`config.mk`:
```
export PLATFORM = sky130hd
export DESIGN_NAME = aurora_tx_sel
export DESIGN_NICKNAME = d
export VERILOG_FILES = /design/src/rtl/aurora_tx_sel.sv
export SDC_FILE = /design/constraint.sdc
export NUM_CORES = 1
export LEC_CHECK = 0
export CAP_MARGIN = 10
export CELL_PAD_IN_SITES_DETAIL_PLACEMENT = 0
export CELL_PAD_IN_SITES_GLOBAL_PLACEMENT = 1
export CORE_ASPECT_RATIO = 0.75
export CORE_UTILIZATION = 35
export DETAILED_ROUTE_END_ITERATION = 10
export PLACE_DENSITY_LB_ADDON = 0.1
export SLEW_MARGIN = 15
export SYNTH_ARGS = -nofsm -noshare
export SYNTH_HDL_FRONTEND = slang
export SYNTH_SLANG_ARGS = --single-unit
```
`constraint.sdc`:
```
create_clock -name user_clk -period 4.8 [get_ports user_clk]
set_input_delay 0.96 -clock user_clk [delete_from_list [all_inputs] [get_ports user_clk]]
set_output_delay 0.96 -clock user_clk [all_outputs]
set_load 0.02 [all_outputs]
```
`src/rtl/aurora_tx_sel.sv`:
```
// aurora_tx_sel: frame-atomic TX source selector (user / loopback / pattern / idle).
// Pattern generator is built only when AURORA_TXSEL_PATTERN_EN is defined.
module aurora_tx_sel #(
    parameter int DATA_WIDTH = 32,
    parameter int LOOP_DEPTH = 16,
    parameter int CNT_WIDTH  = 32,
    parameter int PAT_LEN    = 8
) (
    input  logic                  user_clk,
    input  logic                  reset,
    input  logic                  s_axis_tvalid,
    input  logic [DATA_WIDTH-1:0] s_axis_tdata,
    input  logic                  s_axis_tlast,
    output logic                  s_axis_tready,
    output logic                  m_axis_tx_tvalid,
    output logic [DATA_WIDTH-1:0] m_axis_tx_tdata,
    output logic                  m_axis_tx_tlast,
    input  logic                  m_axis_tx_tready,
    input  logic                  s_axis_rx_tvalid,
    input  logic [DATA_WIDTH-1:0] s_axis_rx_tdata,
    input  logic                  s_axis_rx_tlast,
    input  logic                  reg_wr_en,
    input  logic                  reg_rd_en,
    input  logic [2:0]            reg_addr,
    input  logic [31:0]           reg_wdata,
    output logic [31:0]           reg_rdata,
    output logic                  reg_rvalid
);
    localparam int AW = $clog2(LOOP_DEPTH);
    localparam logic [AW:0] FULL_CNT = (AW+1)'(LOOP_DEPTH);

    typedef enum logic [1:0] {
        MODE_USER = 2'd0,
        MODE_LOOP = 2'd1,
        MODE_PAT  = 2'd2,
        MODE_IDLE = 2'd3
    } mode_e;

    function automatic mode_e map_mode(input logic [1:0] m);
`ifdef AURORA_TXSEL_PATTERN_EN
        map_mode = mode_e'(m);
`else
        map_mode = (m == 2'd2) ? MODE_IDLE : mode_e'(m);
`endif
    endfunction

    function automatic logic [CNT_WIDTH-1:0] sat_inc(
        input logic [CNT_WIDTH-1:0] c,
        input logic                 en
    );
        sat_inc = (en && (c != '1)) ? c + CNT_WIDTH'(1) : c;
    endfunction

    function automatic logic [31:0] zext(input logic [CNT_WIDTH-1:0] v);
        zext = '0;
        zext[CNT_WIDTH-1:0] = v;
    endfunction

    mode_e                 req_mode_q, req_mode_d;
    mode_e                 act_mode_q, act_mode_d;
    logic                  tx_in_frame_q, tx_in_frame_d;
    logic                  rx_aligned_q, rx_aligned_d;
    logic                  loop_ovf_q, loop_ovf_d;
    logic [AW-1:0]         wr_ptr_q, wr_ptr_d;
    logic [AW-1:0]         rd_ptr_q, rd_ptr_d;
    logic [AW:0]           fifo_cnt_q, fifo_cnt_d;
    logic [CNT_WIDTH-1:0]  tx_frames_q, tx_frames_d;
    logic [CNT_WIDTH-1:0]  rx_frames_q, rx_frames_d;
    logic [CNT_WIDTH-1:0]  loop_drops_q, loop_drops_d;
    logic [31:0]           reg_rdata_q, reg_rdata_d;
    logic                  reg_rvalid_q;
    logic [DATA_WIDTH:0]   mem_q [LOOP_DEPTH];

    logic                  tx_valid, tx_last, tx_fire;
    logic [DATA_WIDTH-1:0] tx_data;
    logic                  fifo_empty, fifo_full;
    logic                  loop_wr_req, loop_wr, loop_rd, loop_drop;
    logic                  ctrl_wr, cnt_clr;
    logic                  unused_ok;

    assign unused_ok = ^{reg_wdata[31:3], 1'b0};

    assign fifo_empty  = (fifo_cnt_q == '0);
    assign fifo_full   = (fifo_cnt_q == FULL_CNT);
    assign tx_fire     = tx_valid & m_axis_tx_tready;
    assign loop_rd     = (act_mode_q == MODE_LOOP) & tx_fire;
    assign loop_wr_req = (act_mode_q == MODE_LOOP) & rx_aligned_q
                       & s_axis_rx_tvalid;
    // A full FIFO still takes a write when a read frees a slot this cycle.
    assign loop_wr     = loop_wr_req & (~fifo_full | loop_rd);
    assign loop_drop   = loop_wr_req & fifo_full & ~loop_rd;
    assign ctrl_wr     = reg_wr_en & (reg_addr == 3'd0);
    assign cnt_clr     = ctrl_wr & reg_wdata[2];

`ifdef AURORA_TXSEL_PATTERN_EN
    localparam int PW = (PAT_LEN > 1) ? $clog2(PAT_LEN) : 1;

    logic [DATA_WIDTH-1:0] pat_cnt_q, pat_cnt_d;
    logic [PW-1:0]         pat_idx_q, pat_idx_d;
    logic                  pat_last;

    assign pat_last = (pat_idx_q == PW'(PAT_LEN - 1));

    always_comb begin
        pat_cnt_d = pat_cnt_q;
        pat_idx_d = pat_idx_q;
        if ((act_mode_q == MODE_PAT) && tx_fire) begin
            pat_cnt_d = pat_cnt_q + DATA_WIDTH'(1);
            pat_idx_d = pat_last ? '0 : pat_idx_q + PW'(1);
        end
    end

    always_ff @(posedge user_clk) begin
        if (reset) begin
            pat_cnt_q <= '0;
            pat_idx_q <= '0;
        end else begin
            pat_cnt_q <= pat_cnt_d;
            pat_idx_q <= pat_idx_d;
        end
    end
`else
    localparam int unused_pat_len = PAT_LEN;
`endif

    // TX source mux driven by the registered active mode.
    always_comb begin
        tx_valid = 1'b0;
        tx_data  = '0;
        tx_last  = 1'b0;
        unique case (act_mode_q)
            MODE_USER: begin
                tx_valid = s_axis_tvalid;
                tx_data  = s_axis_tdata;
                tx_last  = s_axis_tlast;
            end
            MODE_LOOP: begin
                tx_valid = ~fifo_empty;
                if (!fifo_empty) begin
                    {tx_last, tx_data} = mem_q[rd_ptr_q];
                end
            end
`ifdef AURORA_TXSEL_PATTERN_EN
            MODE_PAT: begin
                tx_valid = 1'b1;
                tx_data  = pat_cnt_q;
                tx_last  = pat_last;
            end
`endif
            default: begin
                tx_valid = 1'b0;
            end
        endcase
    end

    assign m_axis_tx_tvalid = tx_valid;
    assign m_axis_tx_tdata  = tx_data;
    assign m_axis_tx_tlast  = tx_last;
    assign s_axis_tready    = (act_mode_q == MODE_USER) & m_axis_tx_tready;

    always_comb begin
        req_mode_d    = req_mode_q;
        act_mode_d    = act_mode_q;
        tx_in_frame_d = tx_in_frame_q;
        rx_aligned_d  = rx_aligned_q;
        loop_ovf_d    = loop_ovf_q;
        wr_ptr_d      = wr_ptr_q;
        rd_ptr_d      = rd_ptr_q;
        fifo_cnt_d    = fifo_cnt_q;

        if (ctrl_wr) begin
            req_mode_d = map_mode(reg_wdata[1:0]);
        end
        // Switch only on a frame boundary with no beat in flight.
        if (!tx_in_frame_q && !tx_fire) begin
            act_mode_d = req_mode_d;
        end
        if (tx_fire) begin
            tx_in_frame_d = ~tx_last;
        end
        if ((act_mode_q == MODE_LOOP) && s_axis_rx_tvalid && s_axis_rx_tlast) begin
            rx_aligned_d = 1'b1;
        end
        if (loop_wr) begin
            wr_ptr_d = wr_ptr_q + AW'(1);
        end
        if (loop_rd) begin
            rd_ptr_d = rd_ptr_q + AW'(1);
        end
        if (loop_wr && !loop_rd) begin
            fifo_cnt_d = fifo_cnt_q + (AW+1)'(1);
        end else if (!loop_wr && loop_rd) begin
            fifo_cnt_d = fifo_cnt_q - (AW+1)'(1);
        end
        if (loop_drop) begin
            loop_ovf_d = 1'b1;
        end
        if ((act_mode_q == MODE_LOOP) && (act_mode_d != MODE_LOOP)) begin
            wr_ptr_d     = '0;
            rd_ptr_d     = '0;
            fifo_cnt_d   = '0;
            rx_aligned_d = 1'b0;
        end

        tx_frames_d  = sat_inc(tx_frames_q, tx_fire & tx_last);
        rx_frames_d  = sat_inc(rx_frames_q, s_axis_rx_tvalid & s_axis_rx_tlast);
        loop_drops_d = sat_inc(loop_drops_q, loop_drop);
        if (cnt_clr) begin
            tx_frames_d  = '0;
            rx_frames_d  = '0;
            loop_drops_d = '0;
            loop_ovf_d   = 1'b0;
        end
    end

    always_comb begin
        reg_rdata_d = '0;
        if (reg_rd_en) begin
            unique case (reg_addr)
                3'd0:    reg_rdata_d[1:0] = req_mode_q;
                3'd1:    reg_rdata_d[4:0] = {fifo_empty, tx_in_frame_q,
                                             loop_ovf_q, act_mode_q};
                3'd2:    reg_rdata_d = zext(tx_frames_q);
                3'd3:    reg_rdata_d = zext(rx_frames_q);
                3'd4:    reg_rdata_d = zext(loop_drops_q);
                default: reg_rdata_d = '0;
            endcase
        end
    end

    always_ff @(posedge user_clk) begin
        if (reset) begin
            req_mode_q    <= MODE_IDLE;
            act_mode_q    <= MODE_IDLE;
            tx_in_frame_q <= 1'b0;
            rx_aligned_q  <= 1'b0;
            loop_ovf_q    <= 1'b0;
            wr_ptr_q      <= '0;
            rd_ptr_q      <= '0;
            fifo_cnt_q    <= '0;
            tx_frames_q   <= '0;
            rx_frames_q   <= '0;
            loop_drops_q  <= '0;
            reg_rdata_q   <= '0;
            reg_rvalid_q  <= 1'b0;
        end else begin
            req_mode_q    <= req_mode_d;
            act_mode_q    <= act_mode_d;
            tx_in_frame_q <= tx_in_frame_d;
            rx_aligned_q  <= rx_aligned_d;
            loop_ovf_q    <= loop_ovf_d;
            wr_ptr_q      <= wr_ptr_d;
            rd_ptr_q      <= rd_ptr_d;
            fifo_cnt_q    <= fifo_cnt_d;
            tx_frames_q   <= tx_frames_d;
            rx_frames_q   <= rx_frames_d;
            loop_drops_q  <= loop_drops_d;
            reg_rdata_q   <= reg_rdata_d;
            reg_rvalid_q  <= reg_rd_en;
        end
    end

    // Storage needs no reset; occupancy is tracked by the pointers.
    always_ff @(posedge user_clk) begin
        if (loop_wr) begin
            mem_q[wr_ptr_q] <= {s_axis_rx_tlast, s_axis_rx_tdata};
        end
    end

    assign reg_rdata  = reg_rdata_q;
    assign reg_rvalid = reg_rvalid_q;

endmodule
```
# Yosys cells after proc, flatten, opt, wreduce, memory -nomap -nowiden
# Memory sizes are Yosys's and may differ from the RTL's. A register that Yosys moved wholly into a read port is not among the register bits.
# Cells that the tools add are included.
totals:
  regBits: 149
  latch_bits: 0
  ram_bits: 528
  rom_bits: 0
  inputBits: 108
  out_inout_bits: 68
  wordCells: 87
  mem_count: 1
mem_list:
  columns: ["name", "depth", "word_bits", "rd", "rd_ports_with_merged_regs", "write_ports", "line", "rtl"]
  rows:
  - ["mem_q", 16, 33, 1, 1, 1, "72", "logic [DATA_WIDTH:0] mem_q [LOOP_DEPTH];"]
op_classes:
  add_sub_neg: 7
  n_mul: 0
  div: 0
  n_lt_le_gt_ge: 0
  eq_ne: 11
  shift: 0
  n_mux: 17
  bitwise: 18
  n_reduce_logical: 20
ops:
  columns: ["op", "n"]
  rows:
  - ["$add 32x1->32 const B", 3]
  - ["$ne 32x32->1 const B", 3]
  - ["$pmux 27 s3", 1]
  - ["$pmux 32 s2", 1]
  - ["$mux 32", 1]
  - ["$and 1x1->1", 12]
  - ["$pmux 3 s4", 1]
  - ["$mux 5", 2]
  - ["$pmux 2 s5", 1]
  - ["$logic_and 1x1->1", 9]
  - ["$add 4x1->4 const B", 2]
  - ["$mux 4", 2]
  - ["$eq 3x2->1 const B", 2]
  - ["$mux 2", 3]
  - ["$reduce_or 2->1", 3]
  - ["$add 5x1->5 const B", 1]
  - ["$eq 5x5->1 const B", 1]
  - ["$logic_not 5->1", 1]
  - ["$not 1->1", 5]
  - ["$sub 5x1->5 const B", 1]
  - ["$logic_not 1->1", 4]
  - ["$pmux 1 s2", 2]
  - ["$eq 3x1->1 const B", 1]
  - ["$eq 3x3->1 const B", 1]
  - ["8 further kinds", 10]

# Longest topological paths before layout
# Gate-level depths: netlist (run 1).
depth:
  ltp_word: 11
  mapped_depth: 14
  depth_no_buf: 14

# Least setup slack after synthesis (run 1)
# Ideal clock, no wire load.
synth_timing:
  path_type: "input-to-reg"
  start: "in s_axis_rx_tvalid"
  end: "mem mem_q[3][0] (netlist bit) (enable)"
  setup_ns: 0.464
  t_arrival_ns: 4.007
  required_time_ns: 4.336
  setup_slack_ns: 0.329
  path_stages: 4
  n_path_buf: 0
  cell_sequence: "nand4b_1 > nor2_1 > nand2_1 > nor3_1"
synth_via:
  elab_chain_len: 4
synth_rtl:
  columns: ["element", "line", "rtl"]
  rows:
  - ["from (decl)", "19", "input logic s_axis_rx_tvalid,"]
  - ["$and 1x1->1", "88", "& s_axis_rx_tvalid;"]
  - ["$and 1x1->1", "90", "assign loop_wr = loop_wr_req & (~fifo_full | loop_rd);"]
  - ["net loop_wr", "77", "logic loop_wr_req, loop_wr, loop_rd, loop_drop;"]
  - ["$mux 1", "265", "if (loop_wr) begin"]
  - ["$mux 1 (implied by the code)", "266", "mem_q[wr_ptr_q] <= {s_axis_rx_tlast, s_axis_rx_tdata};"]
  - ["to (decl)", "72", null]
# The timed path passes the listed nets, and every way through them passes these cells.

==> results of run 1 <==
==> cells in the mapped netlist, types with 3 or more instances <==
cell	n	area (µm²)
sky130_fd_sc_hd__nand3_1	33	165
sky130_fd_sc_hd__mux2_2	3	33.8
sky130_fd_sc_hd__nor2_1	181	679
sky130_fd_sc_hd__nand4_1	35	219
sky130_fd_sc_hd__a21oi_1	67	335
sky130_fd_sc_hd__or3_1	26	163
sky130_fd_sc_hd__dfxtp_1	153	3060
sky130_fd_sc_hd__mux4_2	163	3670
sky130_fd_sc_hd__nor4_1	8	50.1
sky130_fd_sc_hd__o21ai_1	4	20.0
sky130_fd_sc_hd__clkbuf_1	53	199
sky130_fd_sc_hd__a211o_1	3	26.3
sky130_fd_sc_hd__and2_1	6	37.5
sky130_fd_sc_hd__buf_1	11	41.3
sky130_fd_sc_hd__a22oi_1	3	22.5
sky130_fd_sc_hd__xnor2_1	24	210
sky130_fd_sc_hd__mux2i_1	37	370
sky130_fd_sc_hd__nor3_1	12	60.1
sky130_fd_sc_hd__buf_2	15	75.1
sky130_fd_sc_hd__o211ai_1	4	30.0
sky130_fd_sc_hd__edfxtp_1	528	15900
sky130_fd_sc_hd__inv_1	45	169
sky130_fd_sc_hd__and3_1	17	106
sky130_fd_sc_hd__nor2b_1	6	37.5
sky130_fd_sc_hd__nand2b_1	12	75.1
sky130_fd_sc_hd__ha_1	12	150
sky130_fd_sc_hd__and4_1	11	96.3
sky130_fd_sc_hd__nand2_1	94	353
sky130_fd_sc_hd__xor2_1	47	412
sky130_fd_sc_hd__o21ai_0	60	300
sky130_fd_sc_hd__a31oi_1	10	62.6
==> worst max-delay path, cell delays in order (launching register included) <==
cell and delay (ns):
sky130_fd_sc_hd__dfxtp_4 0.39, sky130_fd_sc_hd__buf_4 0.49, sky130_fd_sc_hd__mux4_2 0.59, sky130_fd_sc_hd__mux4_2 0.47, sky130_fd_sc_hd__inv_1 0.14, sky130_fd_sc_hd__o21ai_0 0.10
sky130_fd_sc_hd__clkdlybuf4s50_1 0.56
==> placed cells by master, fill, tap and decap left out, drive strengths merged, types with 19 or more instances in the layout <==
master	netlist	final
edfxtp	528	528
nor2	181	181
mux4	163	163
dfxtp	153	153
clkdlybuf4s50	0	145
nand2	94	94
clkbuf	54	88
a21oi	67	67
o21ai	64	64
buf	29	54
xor2	47	47
inv	45	47
mux2i	37	37
nand4	36	36
nand3	33	33
clkinv	0	31
or3	26	26
xnor2	24	24
and3	19	19
==> cells by family (layout without fill, tap and decap cells) <==
logic type | Yosys count | in the layout | synth area share [%]
flip-flops | 681 | 681 | 68.9
adder cells (fa/ha/maj) | 13 | 13 | 0.620
buffers and inverters | 128 | 377 | 1.92
XOR/XNOR | 71 | 71 | 2.27
multiplexers | 203 | 203 | 14.8
AND/OR/NAND/NOR | 461 | 461 | 8.13
AO/OA/AOI/OAI | 164 | 164 | 3.31
==> routing by layer <==
layer	up-vias	share of wire, %
met3	95	3.9
met4	6	1.8
li1	7038	-
met2	307	45
met5	-	0.066
met1	8065	49
==> flip-flops by register name, indices dropped and copies added (netlist names), 4 cells and up, named ones only <==
name	count
fifo_cnt_q	5
mem_q	528
loop_drops_q	32
wr_ptr_q	4
rd_ptr_q	4
tx_frames_q	32
rx_frames_q	32
reg_rdata	32
==> power by group through the flow <==
stage / logic (mW) / clock network [mW] / registers [mW]
after detailed placement: 0.204 / 0 / 6.47
final: 0.201 / 5.56 / 6.35
after global placement: 0.196 / 0 / 6.47
after global routing: 0.221 / 5.92 / 6.34
after CTS: 0.204 / 5.70 / 6.35
after floorplan: 0.0559 / 0 / 6.47
==> area by class of cell <==
| type | instances | area (µm²) | share of cell area [%] |
|---|---|---|---|
| Sequential cell | 681 | 18900 | 57.6 |
| Multi-Input combinational cell | 912 | 8150 | 24.8 |
| Timing Repair Buffer | 199 | 2000 | 6.09 |
| Clock buffer | 88 | 1920 | 5.85 |
| Tap cell | 1035 | 1290 | 3.94 |
| Clock inverter | 45 | 424 | 1.29 |
| Inverter | 45 | 169 | 0.514 |
==> worst paths after layout <==
check | end | slack, ns | cells after the start
min | loop_ovf_q | 0.47 | 2
max reg2reg | fifo_cnt_q[4] | 1.51 | 14
max | m_axis_tx_tdata[16] | 0.47 | 6
min reg2reg | loop_ovf_q | 0.47 | 2
==> out/summary.md, run 1 <==
### Timing
* 90.3% — share of the clock period used by the worst path
* 0.465 ns — final worst slack
* false — setup repair after global routing missed its margin
* 0 ns — total negative slack for setup checks
* 0 — number of max-slew violations in the final report
* 28.4% — worst slew slack as a fraction of its limit
* 4.33 ns — min Tclk post-route
* 1.07 ns — slew at the pin closest to its max-slew limit
* 0.473 ns — Hold WS
* 0.0204 ns — Final Skew
* 0 — final setup fails
* 0 — final hold violation count
* 0.231 GHz — Fmax achieved

### Synthesis
* 68.9% — fraction of the yosys area taken by sequential cells
* sky130_fd_sc_hd__edfxtp_1 — dominant synthesized flop cell
* 1842 — Net Count, Synth
* 1721 — Mapped Cells
* 0 — number of warnings printed during yosys synthesis
* 681 — Synth Register Bits
* 528 — EDFF count, synth
* 27500 µm² — total standard cell area after synthesis
* 16.0 µm² — mean area per synthesized cell
* 0% — share of flip-flops with an asynchronous set or reset
* 59 — number of distinct library cells after synthesis

### Global routing
* 17.8% — GR Util All Layers
* 15.9k — number of global-route vias before repair
* 26.9% — met2 layer usage reported by global route
* 80 — largest net degree at the start of global routing
* 3.07% — global routing met3 resource utilization
* 26.4% — GRT met1 Usage
* 5 — antenna violations before repair
* 104000 µm — wire length of the first global-routing pass
* met2 — busiest layer in global routing
* 0 — total congestion overflow

### Clock tree
* done — TritonCTS clock tree
* 3 — CTS Buffer Depth
* 3 — CTS H-tree lvls
* sky130_fd_sc_hd__clkbuf_16 — clock root cell
* 0.06 ns — clock transition time at the flip-flop clock pins of the worst setup and hold paths
* 0 — number of instances resized during post-cts repair
* 0 — Hold Buf Count CTS
* 0.63 ns — insertion delay to the later sink of the worst-skew pair
* 0 — count of buffers added by post-CTS timing repair for setup
* 681 — Sink Count
* 73 — total CTS buffers

### Power
* 10.3 nW — static leakage
* 368 nW/µm² — P per Cell Area
* 9.62 mW — Cell Int Power
* 0.000221 V — worst supply voltage drop on vdd
* 45.9% — share of power burned in the clock network
* 52.4% — Reg power frac
* 1.7% — Combinational Power Share
* 12.1 mW — post-layout power
* 20.5% — share of total power consumed by net switching
* 2.48 mW — switching power of the nets

### Placement
* 0.750 ns — DP Worst Slack
* 30500 µm² — placed inst area
* 2872 — post-placement cell count
* 146 — Port Buffer Count
* 42700 µm — HPWL Detailed
* 0.745 — routability cong.

### Worst setup path
* flop — startpoint type of the worst setup path
* 3.84 ns — data required time of the worst path
* flop to output port — critical path class
* 27 — largest driver fanout on the critical path
* output port — capturing element type of the critical path
* 3.37 ns — data arrival time of the critical path
* fifo_cnt_q[0] — Worst R2R Start

### Floorplan
* 79600 µm² — total die area
* 176 — I/O pin count
* 35.5% — Starting Density
* 325 µm — floorplan die width
* 245 µm — die height
* 77300 µm² — Core Box Area
* 88 — row count

### Finish
* 0 — Antenna Cells
* 42.6% — utilization after layout
* 19.8% — relative area change from synthesis to final layout
* 18.5% — fraction of layout cells with a size suffix above 1
* 6950 — number of inserted filler cells in the final layout
* 2033 — final net count
* 3005 — number of standard cells in the layout, taps in and fillers out
* 32900 µm² — final instance area

### Worst hold path
* flop to flop — Min-Delay Path Class
* loop_ovf_q — launch point of the worst hold path

### Detailed routing
* 1090 — Iteration-0 DRC Markers
* 23.2 µm — routed len/inst
* 5.16 — vias per std cell
* 0 — drc violations
* 69700 µm — DRT Wirelength
* 0 — DRT antenna net count
* 15.5k — vias after detailed routing
* 5 — number of optimization iterations in the first detailed-route pass

### Run
* 0 — max-capacitance violation count

### Run status
* complete, no violations — status

No activity file was read; power rests on OpenSTA's default activity.
==> run 2, diff against run 1 <==
Settings changed: CAP_MARGIN 10 to unset.
==> results of run 2 <==
No change in the layout: final DEF, timing and power equal those of run 1.
==> run 3, diff against run 2 <==
Settings changed: SLEW_MARGIN 15 to 0.
==> results of run 3 <==
No change in the layout: final DEF, timing and power equal those of run 1.
